**src/rtl/ctl_sequencer.sv**
```systemverilog
// ctl_sequencer: fetch/decode/execute FSM driving every shared-bus enable, with memory wait states,
// interrupt enable, halt with wake-up and vectored interrupt entry.
module ctl_sequencer #(
  parameter int WIDTH = 16,
  parameter logic [2:0] LINK_REG = 3'd1,
  parameter logic [2:0] TMP_REG = 3'd7,
  parameter logic [15:0] IRQ_VECTOR = 16'h0010
) (
  input  logic clk,
  input  logic rst,
  input  logic [WIDTH-1:0] in,
  input  logic [3:0] flags,
  input  logic mem_ready,
  input  logic irq,
  output logic [3:0] alu_opcode,
  output logic alu_out_en,
  output logic alu_ar_flag,
  output logic mem_addr_en,
  output logic mem_in_en,
  output logic mem_out_en,
  output logic [2:0] reg_src_sel,
  output logic [2:0] reg_dst_sel,
  output logic reg_in_en,
  output logic reg_out_en,
  output logic reg_pc_inc,
  output logic ctl_out_en,
  output logic dsp_in_en,
  output logic [WIDTH-1:0] out,
  output logic irq_ack,
  output logic halted
);
  typedef enum logic [2:0] {FETCH_ADDR, FETCH_DATA, EXEC, HALT, INT_SAVE, INT_JUMP} state_t;
  state_t state, state_n;
  logic [1:0] e, e_n, fin;
  logic [15:0] inst;
  logic [3:0] op, sys;
  logic [2:0] dst, src;
  logic ie, ie_n, load, stall, take_irq, unused_hi;
  logic imm, ind, is_alu, is_sh, is_cmp, arith, a_imm, a_ind, br_go, ld_go;
  assign op = inst[15:12];
  assign sys = inst[11:8];
  assign dst = inst[11:9];
  assign imm = inst[8];
  assign ind = inst[7];
  assign src = inst[6:4];
  assign unused_hi = ^in;
  assign take_irq = ie & irq;
  assign is_alu = op >= 4'd3 && op <= 4'd9;
  assign is_sh = op == 4'd10 || op == 4'd11;
  assign is_cmp = op == 4'd14;
  assign arith = is_alu | is_sh | is_cmp;
  assign a_imm = (is_alu | is_cmp) & imm;
  assign a_ind = arith & !a_imm & ind;
  // a branch decided taken at e0 stays taken on its indirect step even if flags move
  assign br_go = op == 4'd15 && ((flags[2'd3 - dst[2:1]] ^ dst[0]) || e != 2'd0);
  assign ld_go = op == 4'd1 || br_go;
  assign fin = arith ? (a_imm ? 2'd1 : a_ind ? 2'd2 : 2'd0)
             : ld_go ? {1'b0, ind & !imm}
             : op == 4'd2 || op == 4'd13 ? 2'd1
             : op == 4'd0 && sys == 4'd2 ? {1'b0, ind} : 2'd0;
  always_ff @(posedge clk) begin
    if (rst) begin
      state <= FETCH_ADDR;
      e <= 2'd0;
      inst <= 16'h0;
      ie <= 1'b0;
    end else begin
      state <= state_n;
      e <= e_n;
      ie <= ie_n;
      if (load) inst <= in[15:0];
    end
  end
  always_comb begin
    alu_opcode = 4'd0;
    alu_out_en = 1'b0;
    alu_ar_flag = 1'b0;
    mem_addr_en = 1'b0;
    mem_in_en = 1'b0;
    mem_out_en = 1'b0;
    reg_src_sel = 3'd0;
    reg_dst_sel = 3'd0;
    reg_in_en = 1'b0;
    reg_out_en = 1'b0;
    reg_pc_inc = 1'b0;
    ctl_out_en = 1'b0;
    dsp_in_en = 1'b0;
    irq_ack = 1'b0;
    halted = 1'b0;
    state_n = state;
    e_n = 2'd0;
    ie_n = ie;
    load = 1'b0;
    stall = 1'b0;
    if (!rst) begin
      case (state)
        FETCH_ADDR: begin
          reg_out_en = !take_irq;
          mem_addr_en = !take_irq;
          state_n = take_irq ? INT_SAVE : FETCH_DATA;
        end
        FETCH_DATA: begin
          mem_out_en = 1'b1;
          reg_pc_inc = mem_ready;
          load = mem_ready;
          state_n = mem_ready ? EXEC : FETCH_DATA;
        end
        EXEC: begin
          if (arith) begin
            if (e == fin) begin
              alu_out_en = 1'b1;
              alu_opcode = is_cmp ? 4'd4 : op;
              alu_ar_flag = is_sh & imm;
              reg_src_sel = fin == 2'd0 ? src : TMP_REG;
              reg_dst_sel = dst;
              reg_in_en = !is_cmp;
            end else if (a_imm) begin
              ctl_out_en = 1'b1;
              reg_dst_sel = TMP_REG;
              reg_in_en = 1'b1;
            end else if (e == 2'd0) begin
              reg_src_sel = src;
              reg_out_en = 1'b1;
              mem_addr_en = 1'b1;
            end else begin
              mem_out_en = 1'b1;
              reg_dst_sel = TMP_REG;
              reg_in_en = 1'b1;
            end
          end else if (ld_go) begin
            reg_src_sel = imm || (ind && e != 2'd0) ? 3'd0 : src;
            reg_out_en = !imm && (!ind || e == 2'd0);
            mem_addr_en = !imm && ind && e == 2'd0;
            mem_out_en = !imm && ind && e != 2'd0;
            ctl_out_en = imm;
            reg_in_en = imm || !ind || e != 2'd0;
            reg_dst_sel = reg_in_en && op != 4'd15 ? dst : 3'd0;
          end else if (op == 4'd2) begin
            reg_src_sel = e == 2'd0 ? src : dst;
            reg_out_en = 1'b1;
            mem_addr_en = e == 2'd0;
            mem_in_en = e != 2'd0;
          end else if (op == 4'd12 || op == 4'd13) begin
            reg_out_en = op == 4'd13 && e == 2'd0;
            reg_dst_sel = reg_out_en ? LINK_REG : 3'd0;
            ctl_out_en = !reg_out_en;
            reg_in_en = 1'b1;
          end else if (op == 4'd0 && sys == 4'd2) begin
            reg_src_sel = e == 2'd0 ? src : 3'd0;
            reg_out_en = e == 2'd0;
            mem_addr_en = ind && e == 2'd0;
            mem_out_en = ind && e != 2'd0;
            dsp_in_en = !ind || e != 2'd0;
          end
          if (op == 4'd0) ie_n = sys == 4'd3 ? 1'b1 : sys == 4'd4 ? 1'b0 : ie;
          stall = (mem_out_en | mem_in_en) & !mem_ready;
          e_n = stall ? e : e == fin ? 2'd0 : e + 2'd1;
          state_n = stall || e != fin ? EXEC : op == 4'd0 && sys == 4'd15 ? HALT : FETCH_ADDR;
        end
        HALT: begin
          halted = 1'b1;
          state_n = take_irq ? INT_SAVE : HALT;
        end
        INT_SAVE: begin
          reg_out_en = 1'b1;
          reg_dst_sel = LINK_REG;
          reg_in_en = 1'b1;
          ie_n = 1'b0;
          state_n = INT_JUMP;
        end
        INT_JUMP: begin
          ctl_out_en = 1'b1;
          reg_in_en = 1'b1;
          irq_ack = 1'b1;
          state_n = FETCH_ADDR;
        end
        default: state_n = FETCH_ADDR;
      endcase
    end
    out = !ctl_out_en ? '0
        : state == INT_JUMP ? WIDTH'(IRQ_VECTOR)
        : op == 4'd12 || op == 4'd13 ? WIDTH'(inst[11:0]) : WIDTH'(inst[7:0]);
  end
endmodule

```
**config.mk**
```make
export PLATFORM = sky130hd
export DESIGN_NAME = ctl_sequencer
export DESIGN_NICKNAME = d
export VERILOG_FILES = /design/src/rtl/ctl_sequencer.sv
export SDC_FILE = /design/constraint.sdc
export NUM_CORES = 1
export LEC_CHECK = 0
export ABC_AREA = 1
export CORE_ASPECT_RATIO = 1.75
export CORE_MARGIN = 4
export CORE_UTILIZATION = 47
export DETAILED_ROUTE_END_ITERATION = 10
export GPL_TIMING_DRIVEN = 0
export PLACE_DENSITY_LB_ADDON = 0.15
export SETUP_SLACK_MARGIN = 0.2
export SLEW_MARGIN = 20
export SYNTH_ARGS = -nofsm -noshare
export SYNTH_HDL_FRONTEND = slang
export SYNTH_SLANG_ARGS = --single-unit
```
**constraint.sdc**
```tcl
create_clock -name clk -period 4.68 [get_ports clk]
set_clock_uncertainty 0.2 [all_clocks]
set_input_delay 1.404 -clock clk [delete_from_list [all_inputs] [get_ports clk]]
set_output_delay 1.404 -clock clk [all_outputs]
set_load 0.01 [all_outputs]
```
# Yosys cells after proc, flatten, opt, wreduce, memory -nomap -nowiden
# Cells that the tools add are included.
[totals] register_bits=22 inputBits=24 out_inout_bits=38 word_cells=207
[classes] addsub=2 n_lt_le_gt_ge=3 eq_ne=22 n_mux=124 bitwise_logic=13 reduce_logical=39
[ops] cell="2-to-1 mux 1 bit" count=78
[ops] cell="2-to-1 mux 3 bit" count=22
[ops] cell="2-to-1 mux 12 bit" count=3
[ops] cell="equality test 4 bit (second input constant)" count=7
[ops] cell="2-to-1 mux 4 bit" count=5
[ops] cell="case mux 3 bit (5 select lines)" count=1
[ops] cell="2-to-1 mux 2 bit" count=7
[ops] cell="equality test 4 x 2 -> 1 bit (second input constant)" count=3
[ops] cell="logical AND 1 bit" count=12
[ops] cell="logical OR 1 bit" count=11
[ops] cell="case mux 1 bit (2 select lines)" count=5
[ops] cell="AND 1 bit" count=7
[ops] cell="logical NOT 1 bit" count=7
[ops] cell="equality test 3 x 2 -> 1 bit (second input constant)" count=2
[ops] cell="equality test 3 bit (second input constant)" count=2
[ops] cell="case mux 3 bit (2 select lines)" count=1
[ops] cell="equality test 4 x 1 -> 1 bit (second input constant)" count=1
[ops] cell="equality test 4 x 3 -> 1 bit (second input constant)" count=1
[ops] cell="greater-or-equal comparator 4 x 2 -> 1 bit (second input constant)" count=1
[ops] cell="<= comparator 4 bit (second input constant)" count=1
[ops] cell="logical NOT 2 bit" count=2
[ops] cell="logical NOT 4 bit" count=1
[ops] cell="inequality test 4 bit (second input constant)" count=1
[ops] cell="bitwise OR 1 bit" count=4
[ops] cell="other kinds (16)" count=18

# Longest topological paths before layout
# Gate-level depths: netlist (run 1).
[depth] word_depth=20 ltp_mapped=20 mapped_depth_nobuf=20

# Worst setup path after synthesis (run 1)
# OpenSTA, ideal clock, no wires.
[synth_timing] path_type="input port to output port" start="in flags[0]" end="out alu_opcode[1]" t_arrival_ps=2813 required_ps=3076 path_slack_ps=263 cell_stages=16 path_buffers=0 cell_sequence="inv_1 nand2_1 nand3_1 nand2_1 nand2_1 nand3_1 nand2_2 nand2_4 nand2_2 nand3_2 nand2_2 nand2_2 nand4_1 nor2_1 inv_2 nor3_1"
[synth_between] elab_chain_cells=13
[synth_rtl] element="from (decl)" line_no="12" text="input logic [3:0] flags,"
[synth_rtl] element="binary-select mux 1 bit (select 2 bit)" line_no="55" text="assign br_go = op == 4'd15 && ((flags[2'd3 - dst[2:1]] ^ dst[0]) || e != 2'd0);"
[synth_rtl] element="2-to-1 mux 1 bit (implied by the code)" line_no="55"
[synth_rtl] element="bitwise XOR 1 bit" line_no="55"
[synth_rtl] element="logical OR 1 bit" line_no="55"
[synth_rtl] element="logical AND 1 bit" line_no="55"
[synth_rtl] element="logical OR 1 bit" line_no="56" text="assign ld_go = op == 4'd1 || br_go;"
[synth_rtl] element="2-to-1 mux 1 bit" line_no="58" text=": ld_go ? {1'b0, ind & !imm}"
[synth_rtl] element="2-to-1 mux 2 bit" line_no="57" text="assign fin = arith ? (a_imm ? 2'd1 : a_ind ? 2'd2 : 2'd0)"
[synth_rtl] element="equality test 2 bit" line_no="110" text="if (e == fin) begin"
[synth_rtl] element="2-to-1 mux 4 bit" line_no="110"
[synth_rtl] element="2-to-1 mux 4 bit" line_no="109" text="if (arith) begin"
[synth_rtl] element="2-to-1 mux 4 bit" line_no="96" text="case (state)"
[synth_rtl] element="2-to-1 mux 4 bit" line_no="95" text="if (!rst) begin"
[synth_rtl] element="to (decl)" line_no="15" text="output logic [3:0] alu_opcode,"
# Every way passes these cells. The select of a mux whose other input is x is not followed.

# Worst setup path after layout (run 1)
[layout_timing] start="in flags[2]" end="out reg_dst_sel[1]"
[layout_between] elab_chain_cells=13 elab_cells_between_ends=14 cone_classes="1 x eq/ne; 9 x mux; 1 x bitwise; 3 x reduce/logical"
[layout_rtl] element="binary-select mux 1 bit (select 2 bit) (*)" line_no="55"
[layout_rtl] element="2-to-1 mux 1 bit (implied by the code) (*)" line_no="55"
[layout_rtl] element="bitwise XOR 1 bit (*)" line_no="55"
[layout_rtl] element="logical OR 1 bit (*)" line_no="55"
[layout_rtl] element="logical AND 1 bit (*)" line_no="55"
[layout_rtl] element="logical OR 1 bit (*)" line_no="56"
[layout_rtl] element="2-to-1 mux 1 bit" line_no="58"
[layout_rtl] element="2-to-1 mux 2 bit" line_no="57"
[layout_rtl] element="equality test 2 bit" line_no="110"
[layout_rtl] element="2-to-1 mux 3 bit" line_no="110"
[layout_rtl] element="2-to-1 mux 3 bit (*)" line_no="109"
[layout_rtl] element="case mux 3 bit (2 select lines) (*)" line_no="96"
[layout_rtl] element="2-to-1 mux 3 bit (*)" line_no="95"
[layout_rtl] element="to (decl)" line_no="22" text="output logic [2:0] reg_dst_sel,"
# Mark *: on every way between the ends. The rest lies on a longest branch, timed or not. The select of a mux whose other input is x is not followed.

==> out/qor.yml, run 1 <==
hold_path_class: "reg2reg"
hold_ws_ns: 0.2830
fp.dieH_um: 92.57
n_antenna_cell: 0
failed_checks: "negative setup slack"
peakVddDrop_mv: 0.1894
netlist_instances: 303
dp_hpwl_mm: 4.973
cts_htree_levels: 1
cap_violations: 0
clk_pin_slew_worst_paths_ns: 0.08
synth.distinct_cells: 38
min_period_ns: 4.774
drive_gt1_frac: 0.3571
post-place-cells: 411
critPathKind: "in2out"
clk_latency_ns: 0.28
grt_max_degree: 14
io_buffers: 57
ys_seq_area_frac: 0.2293
grt_pass1_vias: 2500
drv_slew: 0
synthToLayoutAreaGrowth_pct: 52.38
num_vias: 2489
clockBufferDepth: 2
drt-initial-drc-count: 105
start_util: 0.4920
syn_area_um2: 1921
fin_nets: 418
arrival_ns: 3.17
antenna_found_initial: 0
cts.sinks: 22
rsz0062_at_grt: "yes"
ys_ff_latch: 22
gr-total-overflow: 0
ant_nets: 0
slew_headroom: 0.4524
rr_worst_depth: 15
worstReg2RegEnd: "state[0]"
rows: 30
holdBufCountCts: 0
period_share: 1.020
design_area_um2: 2927
r2r-start: "inst[10]"
required_ns: 3.08
final_cell_mix: "nor2_1, nand2_1, inv_1, buf_2, a21oi_1"
whs_endpoint: "inst[3]"
first_pass_iters: 4
critPathLaunch: "flags[2]"
cts_made_buffers: 3
drc_errors: 0
gp_congestion: 0.9599
crit_path_end_kind: "primary output"
layout_commonest_cell: "nor2_1"
cts_tree: "yes"
chipWidth_um: 56.32
cp_max_fo: 5
p_leak_nw: 1.296
status: "finished, violations left"
cp-start-kind: "input pin"
routed_wl_mm: 6.938
root_buffer: "clkbuf_8"
clock.fmax_ghz: 0.2095
via_per_inst: 5.657
pre_cts_ws_ns: -0.8841
tightest_slew_ns: 0.8184
grt_pass1_wl_mm: 11.08
coreArea_um2: 3904
finalSetupViolations: 15
power.total_w: 0.0007260
postSynthAreaPerCell_um2: 6.339
power_density_nw_per_um2: 248.1
track_usage: 0.2641
hold-path-cell-count: 2
final_cells: 440
dpl_cell_area_um2: 2562
pin_count: 62
dieArea_um2: 5213
rrSetupSlack_ns: 2.07
finalHoldViolCount: 0
timing.final.ws_setup_ns: -0.09365
min-delay-start: "inst[3]"
wl_per_cell_um: 15.77
synth-warning-count: 0
[sequential cells by signal, indices dropped and copies added, names as in the netlist]
signal / flops
e: 2
inst: 16
ie: 1
state: 3
[what timing repair did]
item                                   4_1_cts  5_1_grt
pin swaps                                   20       13
setup buffers                               22        3
setup endpoints to repair                   34       31
endpoints found under the hold margin        0        0
gates resized for setup                    162       29
[worst max-delay path by stage]
stage / end / slack, ns / cells after the start
floorplan: alu_opcode[1] / 0.26 / 16
global placement: out[7] / -0.84 / 19
detailed placement: reg_src_sel[1] / -0.88 / 20
CTS: out[5] / -0.20 / 21
global route: reg_dst_sel[1] / -0.20 / 19
finish: reg_dst_sel[1] / -0.09 / 19
[power by group]
group	switching, W	leakage, nW	internal (W)	total [W]
registers	0.0000158	0.180	0.000201	0.000217
clock network	0.0000707	0.0357	0.000114	0.000185
logic	0.000190	1.08	0.000134	0.000324
total	0.000276	1.30	0.000450	0.000726
[worst max-delay path: stages]
cell	delay (ns)
buf_6	0.09
nand2_1	0.06
nand2_1	0.06
nand2_2	0.07
nand2_1	0.05
nand2_1	0.07
nand3_2	0.07
nand2_2	0.08
nand2_4	0.06
nand2_4	0.06
nand3_4	0.08
nand3_2	0.11
nand3_4	0.13
buf_4	0.17
nand3_4	0.07
nand2_4	0.07
a21oi_1	0.13
o21a_1	0.14
clkdlybuf4s15_2	0.22
[per-layer routing]
metal  wire (um)  vias up  global-route usage  share of wire
li1            -     1193                   -              -
met1        2500     1164              0.2720           0.36
met2        3763      106              0.4854           0.54
met3         386       26             0.04045          0.056
met4         287        0              0.1624          0.041
met5           0        -                   0              0
[cells by family after synthesis]
family | after synthesis | share of synthesized area
AOI/OAI and AO/OA | 75 | 0.2345
and+or+nand+nor | 144 | 0.3909
DFF | 22 | 0.2293
other | 1 | 0.001953
adders and majority gates | 1 | 0.006514
buffers and inverters | 59 | 0.1283
xor gates and xnor gates | 1 | 0.008471
[cell usage after synthesis, drive strengths merged]
| cell | instances | area share |
|---|---|---|
| nand3 | 19 | 0.073 |
| clkbuf | 5 | 0.0098 |
| buf | 7 | 0.027 |
| inv | 46 | 0.090 |
| a31oi | 3 | 0.0098 |
| o21ai | 22 | 0.065 |
| ha | 1 | 0.0065 |
| nor3 | 18 | 0.063 |
| nor4 | 3 | 0.018 |
| nand4 | 5 | 0.020 |
| a211oi | 11 | 0.043 |
| nor2 | 46 | 0.098 |
| o221ai | 2 | 0.0091 |
| xor2 | 1 | 0.0085 |
| nand2 | 53 | 0.12 |
| dfxtp | 22 | 0.23 |
| a21oi | 30 | 0.082 |
| o22ai | 3 | 0.0098 |
| clkinv | 1 | 0.0020 |
| o211ai | 3 | 0.012 |
| o21a | 1 | 0.0039 |
| conb | 1 | 0.0020 |
[per-stage QoR]
step,utilization,setup TNS (ns)
5_1_grt,0.7497,-3.322
3_5_place_dp,0.6564,-23.31
6_report,0.7497,-0.6171
4_1_cts,0.7119,-1.807
3_3_place_gp,0.6564,-21.65
2_1_floorplan,-,0
[layout make-up]
type | count | area, um2
Clock buffer | 3 | 41.29
Timing Repair Buffer | 82 | 665.6
Multi-Input combinational cell | 225 | 1424
Clock inverter | 1 | 30.03
Sequential cell | 22 | 440.4
Buffer | 12 | 76.32
Inverter | 47 | 188.9
Fill cell | 324 | 977.2
Tap cell | 48 | 60.06
No activity file was read; power rests on OpenSTA's default activity.
==> inputs of run 2 (changes only) <==
--- a/config.mk
+++ b/config.mk
@@ -8,7 +8,7 @@
 export ABC_AREA = 1
 export CORE_ASPECT_RATIO = 1.75
 export CORE_MARGIN = 4
-export CORE_UTILIZATION = 47
+export CORE_UTILIZATION = 42
 export DETAILED_ROUTE_END_ITERATION = 10
 export GPL_TIMING_DRIVEN = 0
 export PLACE_DENSITY_LB_ADDON = 0.15
==> constraint.sdc (replaced) <==
create_clock -name clk -period 4.3 [get_ports clk]
set_clock_uncertainty 0.2 [all_clocks]
set_input_delay 1.29 -clock clk [delete_from_list [all_inputs] [get_ports clk]]
set_output_delay 1.29 -clock clk [all_outputs]
set_load 0.01 [all_outputs]
==> run 2 against run 1 <==
Net effect:
- the flow still finishes with violations (negative setup slack)
- flip-flop and latch count is the same
- hold slack gained 0.0036 ns
- wire length shrank 2.9%
- die area grew 11%
- clock-buffer cell count is the same
- cell count shrank 0.23%
- power shrank 2.5%
- sequential power grew 9%
- highest routed layer unchanged
==> out/qor.yml, run 2 (same netlist as run 1, synthesis figures left out) <==
grt_pass1_vias: 2393  # -4.3%
period_share: 1.069
holdBufCountCts: 0  # unchanged
peakVddDrop_mv: 0.2461  # +30%
power.total_w: 0.0007078  # -2.5%
wl_per_cell_um: 15.35  # -2.7%
num_vias: 2406  # -3.3%
pre_cts_ws_ns: -1.125  # -0.2408 ns
pin_count: 62  # unchanged
clk_latency_ns: 0.27  # about the same
cts_htree_levels: 1  # unchanged
drt-initial-drc-count: 147  # +40%
arrival_ns: 3.11  # -0.06 ns
required_ns: 2.81  # -0.27 ns
start_util: 0.4361  # -0.05591
grt_pass1_wl_mm: 11.09  # about the same
coreArea_um2: 4404  # +13%
drive_gt1_frac: 0.3608  # +0.003682
largest_reg_flops: 16  # unchanged
cp-start-kind: "input pin"
rr_worst_depth: 16  # +1
hold_ws_ns: 0.2866  # +0.003596 ns
p_leak_nw: 1.314  # +1.4%
io_buffers: 57  # unchanged
final_cell_mix: "nor2_1, nand2_1, inv_1, buf_2, a21oi_1"
min_period_ns: 4.597
clock.fmax_ghz: 0.2175
layout_commonest_cell: "nor2_1"
gr-total-overflow: 0  # unchanged
hold_path_class: "reg2reg"
rrSetupSlack_ns: 1.66  # -0.41 ns
timing.final.ws_setup_ns: -0.2968  # -0.2031 ns
dp_hpwl_mm: 4.989  # +0.33%
whs_endpoint: "inst[3]"
dieArea_um2: 5762  # +11%
n_antenna_cell: 0  # unchanged
worstReg2RegEnd: "state[1]"
fin_nets: 415  # -0.72%
cts_tree: "yes"
drc_errors: 0  # unchanged
status: "finished, violations left"
r2r-start: "inst[10]"
clk_pin_slew_worst_paths_ns: 0.08  # about the same
via_per_inst: 5.481  # -3.1%
first_pass_iters: 4  # unchanged
slew_headroom: 0.6358  # +0.1834
drv_slew: 0  # unchanged
reg_top3: "inst x16, state x3, e x2"
crit_path_end_kind: "primary output"
finalHoldViolCount: 0  # unchanged
clockBufferDepth: 2  # unchanged
tightest_slew_ns: 0.5457  # -0.2727 ns
power_density_nw_per_um2: 242.2  # -2.4%
synthToLayoutAreaGrowth_pct: 52.18
ant_nets: 0  # unchanged
fp.dieH_um: 97.46  # +5.3%
min-delay-start: "inst[3]"
gp_congestion: 0.9675  # +0.79%
design_area_um2: 2923  # -0.13%
track_usage: 0.2426  # -0.02153
antenna_found_initial: 0  # unchanged
cts.sinks: 22  # unchanged
chipWidth_um: 59.12  # +5.0%
critPathLaunch: "flags[1]"
root_buffer: "clkbuf_8"
hold-path-cell-count: 2  # unchanged
rsz0062_at_grt: "yes"
cts_made_buffers: 3  # unchanged
cp_max_fo: 6  # +1
critPathKind: "in2out"
failed_checks: "negative setup slack"
cap_violations: 0  # unchanged
grt_max_degree: 12  # -2
finalSetupViolations: 25  # +10
routed_wl_mm: 6.737  # -2.9%
rows: 32  # +6.7%
dpl_cell_area_um2: 2663  # +3.9%
regMostFlops: "inst"
-- run 2: changes by cell type in the layout (fill, tap and decap cells not counted), sizes merged --
cell / previous run / this run
bufinv: 1 / 0
dlymetal6s2s: 0 / 1
clkbuf: 8 / 7
buf: 64 / 61
clkdlybuf4s15: 1 / 2
clkdlybuf4s50: 22 / 21
-- run 2: routing by layer --
| layer | up-vias | global-route usage | routed length [um] |
|---|---|---|---|
| met5 | - | 0 | 0 |
| met4 | 0 | 0.1379 | 350 |
| met3 | 30 | 0.02527 | 428 |
| met2 | 106 | 0.4293 | 3543 |
| met1 | 1081 | 0.2655 | 2415 |
| li1 | 1189 | - | - |
-- run 2: where the power goes --
| group | total, W | leakage [nW] | switching [W] | internal (W) |
|---|---|---|---|---|
| registers | 0.000236 | 0.180 | 0.0000176 | 0.000219 |
| logic | 0.000334 | 1.11 | 0.000198 | 0.000136 |
| clock network | 0.000137 | 0.0216 | 0.0000743 | 0.0000629 |
| total | 0.000708 | 1.31 | 0.000290 | 0.000418 |
-- run 2: per-stage QoR --
step / utilization / setup TNS (ns) / instances
finish: 0.6636 / -4.886 / 439
global route: 0.6636 / -8.303 / 439
CTS: 0.6523 / -5.259 / 437
detailed placement: 0.6045 / -30.42 / 414
global placement: 0.6045 / -29.45 / 414
floorplan: - / 0 / 306
-- run 2: repair_timing --
action                     CTS  global route
pin swaps                   19            15
setup endpoints to repair   34            32
resized for setup          160            15
setup buffers               20             2
-- run 2: cell type report --
cell class | instances | area, um2
timing repair buffer | 79 | 665.6
clock buffer | 3 | 41.29
tap | 51 | 63.81
inverter | 47 | 188.9
buffer | 12 | 81.33
multi-input combinational | 225 | 1441
fill | 410 | 1481
sequential | 22 | 440.4
-- run 2: critical path, cell delays in order --
cell and delay, ns:
buf_6 0.09, inv_2 0.04, nand2_2 0.04, nand3_2 0.09, nand2_1 0.06, nand2_1 0.06
nand3_2 0.07, nand2_2 0.08, nand2_4 0.05, nand2_2 0.05, nand3_2 0.09, nand2_2 0.09
nand2_2 0.08, nand3_4 0.11, nand4_4 0.10, inv_2 0.09, nor2_4 0.04, buf_12 0.13
buf_12 0.13, buf_6 0.11, nor2_4 0.09, buf_6 0.10
-- run 2: how the worst max path moves through the flow --
stage               to  slack, ns
2_1_floorplan  out[10]       0.19
3_3_place_gp    out[7]      -1.09
3_5_place_dp   out[10]      -1.12
4_1_cts        out[10]      -0.33
5_1_grt         out[0]      -0.42
6_report        out[0]      -0.30
